$ cat src/rtl/pipe_pkg.sv
// Shared pipeline types and constants for the fetch controller and the
// redirect arbiter.
package pipe_pkg;

  localparam int XLEN = 32;
  localparam logic [XLEN-1:0] INSTR_BYTES = 32'd4;

  typedef enum logic [1:0] {
    BOOT   = 2'd0,
    FETCH  = 2'd1,
    BUBBLE = 2'd2
  } fetch_state_e;

endpackage

$ cat src/rtl/pc_fetch_ctrl_if.sv
// Fetch-side bus: instruction-memory request handshake plus the fetch PC
// bundle handed to the IF/ID register.
interface pc_fetch_ctrl_if;
  import pipe_pkg::*;

  logic            imem_req;
  logic            imem_ready;
  logic            instr_valid;
  logic [XLEN-1:0] pc_if;
  logic [XLEN-1:0] pc_plus4_if;

  modport master (
    output imem_req,
    output pc_if,
    output pc_plus4_if,
    output instr_valid,
    input  imem_ready
  );

  modport slave (
    input  imem_req,
    input  pc_if,
    input  pc_plus4_if,
    input  instr_valid,
    output imem_ready
  );
endinterface

$ cat src/rtl/pc_redirect_arb.sv
// Combinational redirect arbiter: merges the MEM-stage jump/branch
// resolution into one redirect, its target PC and the flush vector.
// Shared with the hazard unit so both see identical flush decisions.
// Optional feature macro: PC_MISALIGN_TRAP_EN (misaligned targets trap).
module pc_redirect_arb
  import pipe_pkg::*;
#(
  parameter logic [XLEN-1:0] TRAP_VECTOR = 32'h0000_0100
) (
  input  logic            enable,
  input  logic            jump_mem,
  input  logic            branch_taken_mem,
  input  logic [XLEN-1:0] target_mem,
  output logic            redirect,
  output logic [XLEN-1:0] next_pc,
  output logic [2:0]      flush_vec,
  output logic            misalign
);

  // Jump and branch together still form a single redirect.
  assign redirect  = enable & (jump_mem | branch_taken_mem);
  // bit0 IF/ID, bit1 ID/EX, bit2 EX/MEM
  assign flush_vec = {3{redirect}};

`ifdef PC_MISALIGN_TRAP_EN
  logic misaligned;
  assign misaligned = |target_mem[1:0];
  assign next_pc    = misaligned ? TRAP_VECTOR : target_mem;
  assign misalign   = redirect & misaligned;
`else
  // Low target bits are dropped rather than trapped; the trap vector has
  // no consumer in this build.
  logic [1:0] unused_target_lsb;
  logic       unused_trap_vector;
  assign unused_target_lsb  = target_mem[1:0];
  assign unused_trap_vector = ^TRAP_VECTOR;
  assign next_pc            = {target_mem[XLEN-1:2], 2'b00};
  assign misalign           = 1'b0;
`endif

endmodule

$ cat src/rtl/pc_fetch_ctrl.sv
// Fetch PC generator and instruction-memory request controller.
// Optional feature macro: PC_MISALIGN_TRAP_EN (handled in pc_redirect_arb).
//
//   state  | meaning
//   BOOT   | first cycle after reset, no request, redirects ignored
//   FETCH  | imem_req high, PC advances on an accepted fetch
//   BUBBLE | imem_req low for REDIRECT_BUBBLES cycles after a redirect
module pc_fetch_ctrl
  import pipe_pkg::*;
#(
  parameter logic [XLEN-1:0] RESET_VECTOR     = 32'h0000_0000,
  parameter logic [XLEN-1:0] TRAP_VECTOR      = 32'h0000_0100,
  parameter int unsigned     REDIRECT_BUBBLES = 1
) (
  input  logic             clk,
  input  logic             rst_n,
  input  logic             stall,
  input  logic             jump_mem,
  input  logic             branch_taken_mem,
  input  logic [XLEN-1:0]  target_mem,
  pc_fetch_ctrl_if.master  fetch,
  output logic             flush_if_id,
  output logic             flush_id_ex,
  output logic             flush_ex_mem,
  output logic             misalign_trap
);

  fetch_state_e    state_q, state_d;
  logic [XLEN-1:0] pc_q, pc_d;
  logic [1:0]      cnt_q, cnt_d;
  logic            redirect;
  logic [XLEN-1:0] redirect_pc;
  logic [2:0]      flush_vec;
  logic            imem_req;
  logic            instr_valid;
  logic [XLEN-1:0] pc_plus4;

  pc_redirect_arb #(
    .TRAP_VECTOR (TRAP_VECTOR)
  ) u_arb (
    .enable           (state_q != BOOT),
    .jump_mem         (jump_mem),
    .branch_taken_mem (branch_taken_mem),
    .target_mem       (target_mem),
    .redirect         (redirect),
    .next_pc          (redirect_pc),
    .flush_vec        (flush_vec),
    .misalign         (misalign_trap)
  );

  assign pc_plus4 = pc_q + INSTR_BYTES;

  // State, PC and bubble counter registers.
  always_ff @(posedge clk or negedge rst_n) begin
    if (!rst_n) begin
      state_q <= BOOT;
      pc_q    <= RESET_VECTOR;
      cnt_q   <= 2'd0;
    end else begin
      state_q <= state_d;
      pc_q    <= pc_d;
      cnt_q   <= cnt_d;
    end
  end

  // Next state / next PC; a redirect overrides stall and the imem handshake.
  always_comb begin
    state_d     = state_q;
    pc_d        = pc_q;
    cnt_d       = cnt_q;
    imem_req    = 1'b0;
    instr_valid = 1'b0;
    case (state_q)
      BOOT: state_d = FETCH;
      FETCH: begin
        imem_req = 1'b1;
        if (fetch.imem_ready && !stall && !redirect) begin
          instr_valid = 1'b1;
          pc_d        = pc_plus4;
        end
      end
      BUBBLE: begin
        if (cnt_q <= 2'd1) begin
          state_d = FETCH;
          cnt_d   = 2'd0;
        end else begin
          cnt_d = cnt_q - 2'd1;
        end
      end
      default: state_d = BOOT;
    endcase
    if (redirect) begin
      pc_d        = redirect_pc;
      cnt_d       = 2'(REDIRECT_BUBBLES);
      state_d     = (REDIRECT_BUBBLES > 0) ? BUBBLE : FETCH;
      instr_valid = 1'b0;
    end
  end

  assign fetch.imem_req    = imem_req;
  assign fetch.instr_valid = instr_valid;
  assign fetch.pc_if       = pc_q;
  assign fetch.pc_plus4_if = pc_plus4;
  assign flush_if_id       = flush_vec[0];
  assign flush_id_ex       = flush_vec[1];
  assign flush_ex_mem      = flush_vec[2];

endmodule

$ cat src/flat_wrapper.sv
// flat-port wrapper written by rule: the top's interface ports become plain ports
module pc_fetch_ctrl_flat import pipe_pkg::*;
#(
  parameter logic [XLEN-1:0] RESET_VECTOR     = 32'h0000_0000,
  parameter logic [XLEN-1:0] TRAP_VECTOR      = 32'h0000_0100,
  parameter int unsigned     REDIRECT_BUBBLES = 1
)
  (clk, rst_n, stall, jump_mem, branch_taken_mem, target_mem, flush_if_id, flush_id_ex, flush_ex_mem, misalign_trap, fetch_imem_req, fetch_pc_if, fetch_pc_plus4_if, fetch_instr_valid, fetch_imem_ready);
  pc_fetch_ctrl_if fetch_i ();
  input  logic clk;
  input  logic rst_n;
  input  logic stall;
  input  logic jump_mem;
  input  logic branch_taken_mem;
  input  logic [XLEN-1:0] target_mem;
  output logic flush_if_id;
  output logic flush_id_ex;
  output logic flush_ex_mem;
  output logic misalign_trap;
  output wire logic [$bits(fetch_i.imem_req)-1:0] fetch_imem_req;
  output wire logic [$bits(fetch_i.pc_if)-1:0] fetch_pc_if;
  output wire logic [$bits(fetch_i.pc_plus4_if)-1:0] fetch_pc_plus4_if;
  output wire logic [$bits(fetch_i.instr_valid)-1:0] fetch_instr_valid;
  input wire logic [$bits(fetch_i.imem_ready)-1:0] fetch_imem_ready;
  assign fetch_imem_req = fetch_i.imem_req;
  assign fetch_pc_if = fetch_i.pc_if;
  assign fetch_pc_plus4_if = fetch_i.pc_plus4_if;
  assign fetch_instr_valid = fetch_i.instr_valid;
  assign fetch_i.imem_ready = fetch_imem_ready;
  pc_fetch_ctrl #(.RESET_VECTOR(RESET_VECTOR), .TRAP_VECTOR(TRAP_VECTOR), .REDIRECT_BUBBLES(REDIRECT_BUBBLES)) u_core (.clk(clk), .rst_n(rst_n), .stall(stall), .jump_mem(jump_mem), .branch_taken_mem(branch_taken_mem), .target_mem(target_mem), .fetch(fetch_i), .flush_if_id(flush_if_id), .flush_id_ex(flush_id_ex), .flush_ex_mem(flush_ex_mem), .misalign_trap(misalign_trap));
endmodule
$ cat config.mk
export PLATFORM = sky130hd
export DESIGN_NAME = pc_fetch_ctrl_flat
export DESIGN_NICKNAME = d
export VERILOG_FILES = /design/src/rtl/pipe_pkg.sv /design/src/rtl/pc_fetch_ctrl_if.sv /design/src/rtl/pc_redirect_arb.sv /design/src/rtl/pc_fetch_ctrl.sv /design/src/flat_wrapper.sv
export SDC_FILE = /design/constraint.sdc
export NUM_CORES = 1
export LEC_CHECK = 0
export CAP_MARGIN = 0
export CORE_UTILIZATION = 64
export DETAILED_ROUTE_END_ITERATION = 16
export DONT_BUFFER_PORTS = 1
export PLACE_DENSITY_LB_ADDON = 0.3
export SKIP_LAST_GASP = 1
export SLEW_MARGIN = 20
export SYNTH_ARGS = -nofsm -noshare
export SYNTH_HDL_FRONTEND = slang
export SYNTH_HIERARCHICAL = 1
export SYNTH_SLANG_ARGS = --single-unit
export TNS_END_PERCENT = 20
$ cat constraint.sdc
create_clock -name clk -period 2.5 [get_ports clk]
set_input_delay 0.25 -clock clk [delete_from_list [all_inputs] [get_ports clk]]
set_output_delay 0.25 -clock clk [all_outputs]
set_load 0.02 [all_outputs]
# ---- Yosys cells after proc, flatten, opt, wreduce, memory -nomap -nowiden
# Cells that the tools add are included.
# W data, S select, Z words.
dict set report classes {
  reduce_logical 11
  mul 0
  order_cmp 1
  n_bitwise 2
  mux 13
  n_div 0
  shifts 0
  n_eq_ne 4
  n_addsub 2
}
# cell n
set ops {}
lappend ops {{$mux W32} 3}
lappend ops {{$add A32 B3 Y32 const B} 1}
lappend ops {{$mux W2} 5}
lappend ops {{$reduce_bool A2 Y1} 4}
lappend ops {{$pmux W2 S3} 1}
lappend ops {{$mux W1} 4}
lappend ops {{$reduce_and A2 Y1} 2}
lappend ops {{$ne A3 B1 Y1 const B} 1}
lappend ops {{$eq A2 B1 Y1 const B} 1}
lappend ops {{$eq A2 B2 Y1 const B} 1}
lappend ops {{$le A2 B1 Y1 const B} 1}
lappend ops {{$logic_and A1 B1 Y1} 2}
lappend ops {{$logic_not A1 Y1} 2}
lappend ops {{$logic_not A2 Y1} 1}
lappend ops {{$ne A2 B1 Y1 const B} 1}
lappend ops {{$sub A2 B1 Y2 const B} 1}
lappend ops {{$and A1 B1 Y1} 1}
lappend ops {{$or A1 B1 Y1} 1}
dict set report totals {
  regBits 36
  rom_bits 0
  latch_bits 0
  mem_count 0
  ram_bits 0
  in_bits 38
  elab_cells 36
  output_inout_bits 70
}

# ---- Depth between registers and ports, before layout
# Gate-level depths: netlist (run 1).
dict set report depth {
  ltp_word 7
  depth_mapped 7
}

# ---- Cells and area by module
# The synthesis (run 1) kept the hierarchy.
# mod seq_area_each_um2 instances area_each_um2 cells_each
set modules_own_cells {}
lappend modules_own_cells {pc_fetch_ctrl 900.9 1 2590.0 302}
lappend modules_own_cells {pc_redirect_arb 0.0 1 281.5 38}

# ---- Worst setup path before layout (run 1)
# Ideal clock, no wire load.
dict set report synth_timing {
  kind {register -> output}
  from {reg u_core.pc_q[2] (netlist: u_core/fetch.pc_if[2])}
  to {out fetch_pc_plus4_if[14]}
  required_time_ns 2.250
  path_slack_ns 0.007
  path_stages_with_launch 8
  n_path_buf 2
  arrival_ns 2.243
  path_cell_list {dfrtp_1 ha_1 nand3_2 or3_1 clkbuf_1 clkbuf_1 nor2_1 xor2_1}
}
dict set report synth_via {
  elab_chain_cells 1
}
# element line_no
set synth_rtl {}
lappend synth_rtl {{start, declared} pc_fetch_ctrl.sv:29} ;# logic [XLEN-1:0] pc_q, pc_d;
lappend synth_rtl {{start signal, assigned} pc_fetch_ctrl.sv:61} ;# pc_q <= pc_d;
lappend synth_rtl {{$add A32 B3 Y32} pc_fetch_ctrl.sv:51} ;# assign pc_plus4 = pc_q + INSTR_BYTES;
lappend synth_rtl {{end, declared} flat_wrapper.sv:22} ;# output wire logic [$bits(fetch_i.pc_plus4_if)-1:0] fetch_pc_plus4_if;
# No other way between the ends.

# ---- Worst setup path in the final report (run 1)
dict set report layout_timing {
  from {reg u_core.pc_q[2] (netlist: u_core/fetch.pc_if[2])}
  to {out fetch_pc_plus4_if[24]}
}
# Same word-level chain as after synthesis.

==> results of run 1 <==
==> cells by family after synthesis <==
group / share of synthesized area (%)
xor+xnor: 11.6
buf+inv: 16.6
flops: 31.4
simple gates: 27.1
other cells: 0.131
mux: 1.13
fa+ha+maj: 0.436
compound gates: 11.6
==> flip-flops by register name, summed over array words and instances (netlist names) <==
name / flops
u_core/fetch.pc_if: 32
u_core/cnt_q: 2
u_core/state_q: 2
==> area by class of cell <==
cell class | count | area, sq um | area share (%)
multi-input cells | 237 | 1530 | 50.4
well taps | 50 | 62.6 | 2.06
flip-flops and latches | 36 | 901 | 29.7
repair buffers | 57 | 443 | 14.6
clock buffers | 8 | 90.1 | 2.97
inverters | 2 | 7.51 | 0.248
==> cell usage after synthesis, drive strengths merged, types with 6 or more instances <==
| cell | count |
|---|---|
| nor3 | 10 |
| a31oi | 18 |
| or4 | 19 |
| xor2 | 18 |
| nor2 | 33 |
| clkbuf | 18 |
| o21ai | 14 |
| nand4 | 12 |
| nand2 | 30 |
| xnor2 | 20 |
| or3 | 6 |
| nand3 | 9 |
| buf | 49 |
| dfrtp | 36 |
| o31ai | 15 |
==> power by group through the flow <==
| stage | Clock, uW | Sequential (uW) | Combinational, uW |
|---|---|---|---|
| 6_report | 431 | 1240 | 2450 |
| 5_1_grt | 460 | 1280 | 2640 |
| 3_5_place_dp | 0 | 1240 | 2410 |
| 2_1_floorplan | 0 | 1450 | 1560 |
| 4_1_cts | 429 | 1230 | 2430 |
| 3_3_place_gp | 0 | 1220 | 2360 |
==> routing by layer <==
layer / share of wire, % / vias to the layer above / GRT usage (%)
met2: 51 / 129 / 50.0
met3: 8.8 / 14 / 6.74
li1: - / 1171 / -
met5: 0 / - / 0
met4: 2.0 / 0 / 15.6
met1: 38 / 1202 / 38.2
==> per-stage QoR <==
stage / total power, uW / instance area [sq um] / hold WS (ns)
6_report: 4120 / 3030 / 0.0862
5_1_grt: 4380 / 3030 / 0.104
4_1_cts: 4090 / 3010 / 0.0869
3_5_place_dp: 3650 / 2880 / -0.0446
3_3_place_gp: 3580 / 2880 / -0.0442
2_1_floorplan: 3000 / 2880 / -0.0456
==> path summary, 6_finish.rpt <==
check | cells past startpoint | slack [ns] | endpoint | startpoint
max | 6 | 0.03 | fetch_pc_plus4_if[24] | u_core/fetch.pc_if[2]
min | 2 | 0.09 | u_core/fetch.pc_if[10] | target_mem[10]
max in group asynchronous | 2 | 1.88 | u_core/fetch.pc_if[1] | rst_n
min reg2reg | 1 | 0.53 | u_core/cnt_q[0] | u_core/cnt_q[0]
min in group asynchronous | 2 | 0.42 | u_core/fetch.pc_if[23] | rst_n
max reg2reg | 4 | 0.18 | u_core/fetch.pc_if[26] | u_core/state_q[1]
==> worst max-delay path: cells and delay by family (launching register included) <==
family / cells / cell delay (ns)
xor gates and xnor gates: 1 / 0.21
adders and majority gates: 1 / 0.24
and+or+nand+nor: 3 / 0.92
DFF: 1 / 0.39
buffers and inverters: 1 / 0.17
==> timing repair <==
item                                    4_1_cts  5_1_grt
hold buffers                                  2        0
endpoints found under the setup margin        9       11
resized for setup                             1        5
endpoints found under the hold margin        36        0
pin swaps                                     0        0
==> flow_metrics.tcl, run 1 <==
set metrics [dict create \
    synth_area_per_cell_sq_um 8.45 \
    vias_per_cell 6.45 \
    grt_pass1_vias 2285 \
    drc_errors 0 \
    setup_viol 0 \
    status "finished, final reports clean" \
    tritoncts "yes" \
    yosysTopAreaCell "dfrtp_1" \
    period_needed_ns 2.47 \
    coreArea_sq_um 4140 \
    postCtsSetupBuffers 0 \
    yosysTopAreaCellShare_pct 31.4 \
    hold_path.class "in2reg" \
    p_comb_share_pct 59.5 \
    pwr-share-clk_pct 10.5 \
    cts_max_level 2 \
    hpwl_um 5030 \
    rsz0062_at_grt "yes" \
    min_period_over_period_pct 98.8 \
    slowest_delay_ns 0.62 \
    dieArea_sq_um 4760 \
    die_width_um 69.0 \
    place_ws_ns 0.123 \
    vias 2516 \
    final_common_cell "buf_4" \
    p_leak_uw 0.00117 \
    synth-async-reset-ratio_pct 100 \
    synth_top_flop_cell "dfrtp_1" \
    rows 23 \
    placed_cells 380 \
    maxCapViolCount 0 \
    syn_area_sq_um 2870 \
    cp.required_ns 2.25 \
    seqPwrFrac_pct 30.1 \
    ys_warn_count 6 \
    ys_ff_latch 36 \
    layout_common_cells "buf_4, dfrtp_1, nor2_1" \
    p_per_area_nw_per_um2 1360 \
    fin_ws_ns 0.0307 \
    clk_pin_slew_ns 0.07 \
    p_sw_uw 2160 \
    worst_path_max_delay_cell "or4_4" \
    synth_edf_count 0 \
    antenna_found_initial 0 \
    crit_fanout 7 \
    clock-skew-final_ns 0.00976 \
    grt_usage_pct 30.8 \
    cts_buffer_depth 2 \
    drt_iter0_markers 273 \
    cts_sinks 36 \
    synth_cells 340 \
    grt_max_degree 41 \
    end_kind "output pin" \
    syn2layout_area_growth_pct 5.58 \
    n_antenna_cell 0 \
    routed_wl_um 7020 \
    instances_no_fill 390 \
    pin_count 108 \
    critPathKind "reg2out" \
    p_int_uw 1970 \
    worstPathArrival_ns 2.22 \
    utilization_pct 73.2 \
    clock-root-buffer "clkbuf_8" \
    gp_congestion 0.841 \
    overflow 0 \
    relSlewSlack_pct 53.4 \
    start_util_pct 69.3 \
    ir_worst_vdd_uv 721 \
    tightest_slew_ns 0.690 \
    synthTopCellsByArea "dfrtp_1, buf_4, xnor2_1" \
    first_pass_iters 4 \
    synth-seq-area-share_pct 31.4 \
    switching_share_pct 52.3 \
    slew_viol_final 0 \
    die-height_um 69.0 \
    fillerInstances 324 \
    port_buffers 0 \
    post_drt_wl_per_cell_um 18.0 \
    ant_nets 0 \
    grt_pass1_wl_um 10600 \
    finalSetupTns_ns 0 \
    clkLatencyLatePin_ns 0.29 \
    synth_cell_types 45 \
    cp-start-kind "flop" \
    drive_gt1_share_pct 22.4 \
    hold_viol_final 0 \
    nets 378 \
    path_cells "ha_2 > nand3_2 > or4_4 > nor3_1 > xor2_1 > buf_4" \
    cts_buffers 5 \
    fmax_ghz 0.405 \
]
(Power assumes the default switching activity.)
==> run 2: changes to the inputs <==
- PLACE_DENSITY: unset -> 0.8
- PLACE_DENSITY_LB_ADDON: 0.3 -> unset
==> run 2 against run 1 <==
Against the previous run: flip-flop and latch count is the same; critical endpoint is now fetch_pc_plus4_if[29]; critical path type unchanged; register-to-register slack gained 0.08 ns; critical path depth is the same; worst setup slack lost 0.013 ns.
==> flow_metrics.tcl, run 2 (synthesized netlist as in run 1, its figures left out) <==
set metrics [dict create \
    status "finished, final reports clean" \
    whs_path_depth 2 \
    p_sw_uw 2160 \
    end_kind "output pin" \
    final_common_cell "buf_4" \
    layout_common_cells "buf_4, dfrtp_1, nor2_1" \
    setup_viol 0 \
    drc_errors 0 \
    hpwl_um 4990 \
    cts_sinks 36 \
    critPathKind "reg2out" \
    period_needed_ns 2.48 \
    first_pass_iters 5 \
    cp-start-kind "flop" \
    start_util_pct 69.3 \
    cp_num_buf_inv 2 \
    cts_buffers 5 \
    n_antenna_cell 0 \
    grt_max_degree 41 \
    seqPwrFrac_pct 31.4 \
    clock-root-buffer "clkbuf_8" \
    p_leak_uw 0.00116 \
    slew_viol_final 0 \
    worstPathArrival_ns 2.23 \
    grt_pass1_wl_um 10100 \
    slowest_delay_ns 0.65 \
    grt_pass1_vias 2157 \
    cts_buffer_depth 2 \
    hold_path.class "in2reg" \
    ir_worst_vdd_uv 854 \
    p_int_uw 1950 \
    ff2ff_path_depth 4 \
    cts_max_level 2 \
    syn2layout_area_growth_pct 4.66 \
    nets 375 \
    crit_fanout 12 \
    p_comb_share_pct 58.0 \
    switching_share_pct 52.6 \
    overflow 0 \
    critPathTopFamily "simple AND/OR/NAND/NOR gates" \
    cp_num_cells 6 \
    antenna_found_initial 0 \
    fin_ws_ns 0.0178 \
    worst_path_max_delay_cell "or4_4" \
    min_period_over_period_pct 99.3 \
    final_area_sq_um 3010 \
    pwr-share-clk_pct 10.6 \
    tritoncts "yes" \
    tightest_slew_ns 0.614 \
    maxCapViolCount 0 \
    drt_iter0_markers 218 \
    post_drt_wl_per_cell_um 17.7 \
    largest_reg_flops 32 \
    relSlewSlack_pct 58.5 \
    path_cells "buf_4 > nand4_4 > or4_4 > nor2_1 > xor2_1 > buf_4" \
    routed_wl_um 6860 \
    p_per_area_nw_per_um2 1360 \
    port_buffers 0 \
    hold_viol_final 0 \
    postCtsSetupBuffers 0 \
    instances_no_fill 387 \
    clkLatencyLatePin_ns 0.30 \
    dieArea_sq_um 4760 \
    grt_usage_pct 29.2 \
    gp_congestion 0.865 \
    die-height_um 69.0 \
    drive_gt1_share_pct 21.1 \
    cp.required_ns 2.25 \
    cpMostUsedCell "buf_4" \
    fmax_ghz 0.403 \
    placed_cells 377 \
    vias_per_cell 6.51 \
    fillerInstances 327 \
    clock-skew-final_ns 0.00949 \
    die_width_um 69.0 \
    coreArea_sq_um 4140 \
    pin_count 108 \
    rsz0062_at_grt "yes" \
    vias 2518 \
    placed_area_sq_um 2860 \
    rows 23 \
    place_ws_ns 0.135 \
    clk_pin_slew_ns 0.07 \
    ant_nets 0 \
]
run 2: per-stage QoR:
| step | total power, uW | hold WS, ns | setup TNS (ns) | util, % |
|---|---|---|---|---|
| 6_report | 4100 | 0.0793 | 0 | 72.5 |
| 3_3_place_gp | 3560 | -0.0446 | 0 | 69.1 |
| 3_5_place_dp | 3620 | -0.0446 | 0 | 69.1 |
| 4_1_cts | 4070 | 0.0797 | -0.212 | 72.2 |
| 2_1_floorplan | 3000 | -0.0456 | 0 | - |
| 5_1_grt | 4340 | 0.0832 | -0.166 | 72.5 |
run 2: area by class of cell:
| type | count | area (sq um) | share of cell area (%) |
|---|---|---|---|
| inverter | 2 | 7.51 | 0.250 |
| tap | 50 | 62.6 | 2.08 |
| multi-input combinational | 237 | 1520 | 50.7 |
| clock buffer | 8 | 90.1 | 3.00 |
| timing repair buffer | 54 | 420 | 14.0 |
| sequential | 36 | 901 | 30.0 |
run 2: worst paths after layout:
path,from,end,slack (ns)
worst min-delay path,target_mem[2],u_core/fetch.pc_if[2],0.08
max in group asynchronous,rst_n,u_core/fetch.pc_if[7],1.89
worst max-delay path,u_core/fetch.pc_if[5],fetch_pc_plus4_if[29],0.02
min in group asynchronous,rst_n,u_core/state_q[0],0.40
worst min register to register,u_core/cnt_q[0],u_core/cnt_q[0],0.52
worst max register to register,u_core/state_q[1],u_core/fetch.pc_if[22],0.26
run 2: what timing repair did:
action                                  CTS  global route
endpoints found under the setup margin    8            10
gates resized for setup                   2             3
pin swaps                                 0             1
hold buffers                              2             0
hold endpoints to repair                 36             0
run 2: worst register-to-register path, stage by stage (launching register included):
cell	delay [ns]
dfrtp_1	0.45
nor4bb_1	0.59
nand4b_1	0.41
or4_1	0.53
a31oi_1	0.18
run 2: per-layer routing:
layer	global-route usage [%]	wire, um	up-vias
li1	-	-	1162
met1	35.8	2750	1214
met4	12.5	153	0
met5	0	0	-
met3	7.73	580	15
met2	48.1	3370	127
run 2: power by group through the flow:
| stage | registers [uW] | logic (uW) | clock network (uW) |
|---|---|---|---|
| 3_3_place_gp | 1270 | 2290 | 0 |
| 2_1_floorplan | 1450 | 1560 | 0 |
| 4_1_cts | 1280 | 2360 | 436 |
| 3_5_place_dp | 1290 | 2330 | 0 |
| 6_report | 1290 | 2380 | 434 |
| 5_1_grt | 1330 | 2550 | 458 |
==> run 3: changes to the inputs <==
- ABC_CLOCK_PERIOD_IN_PS: unset -> 2500
- CAP_MARGIN: 0 -> 20
==> results of run 3 <==
No change in the layout: final DEF, timing and power equal those of run 2.
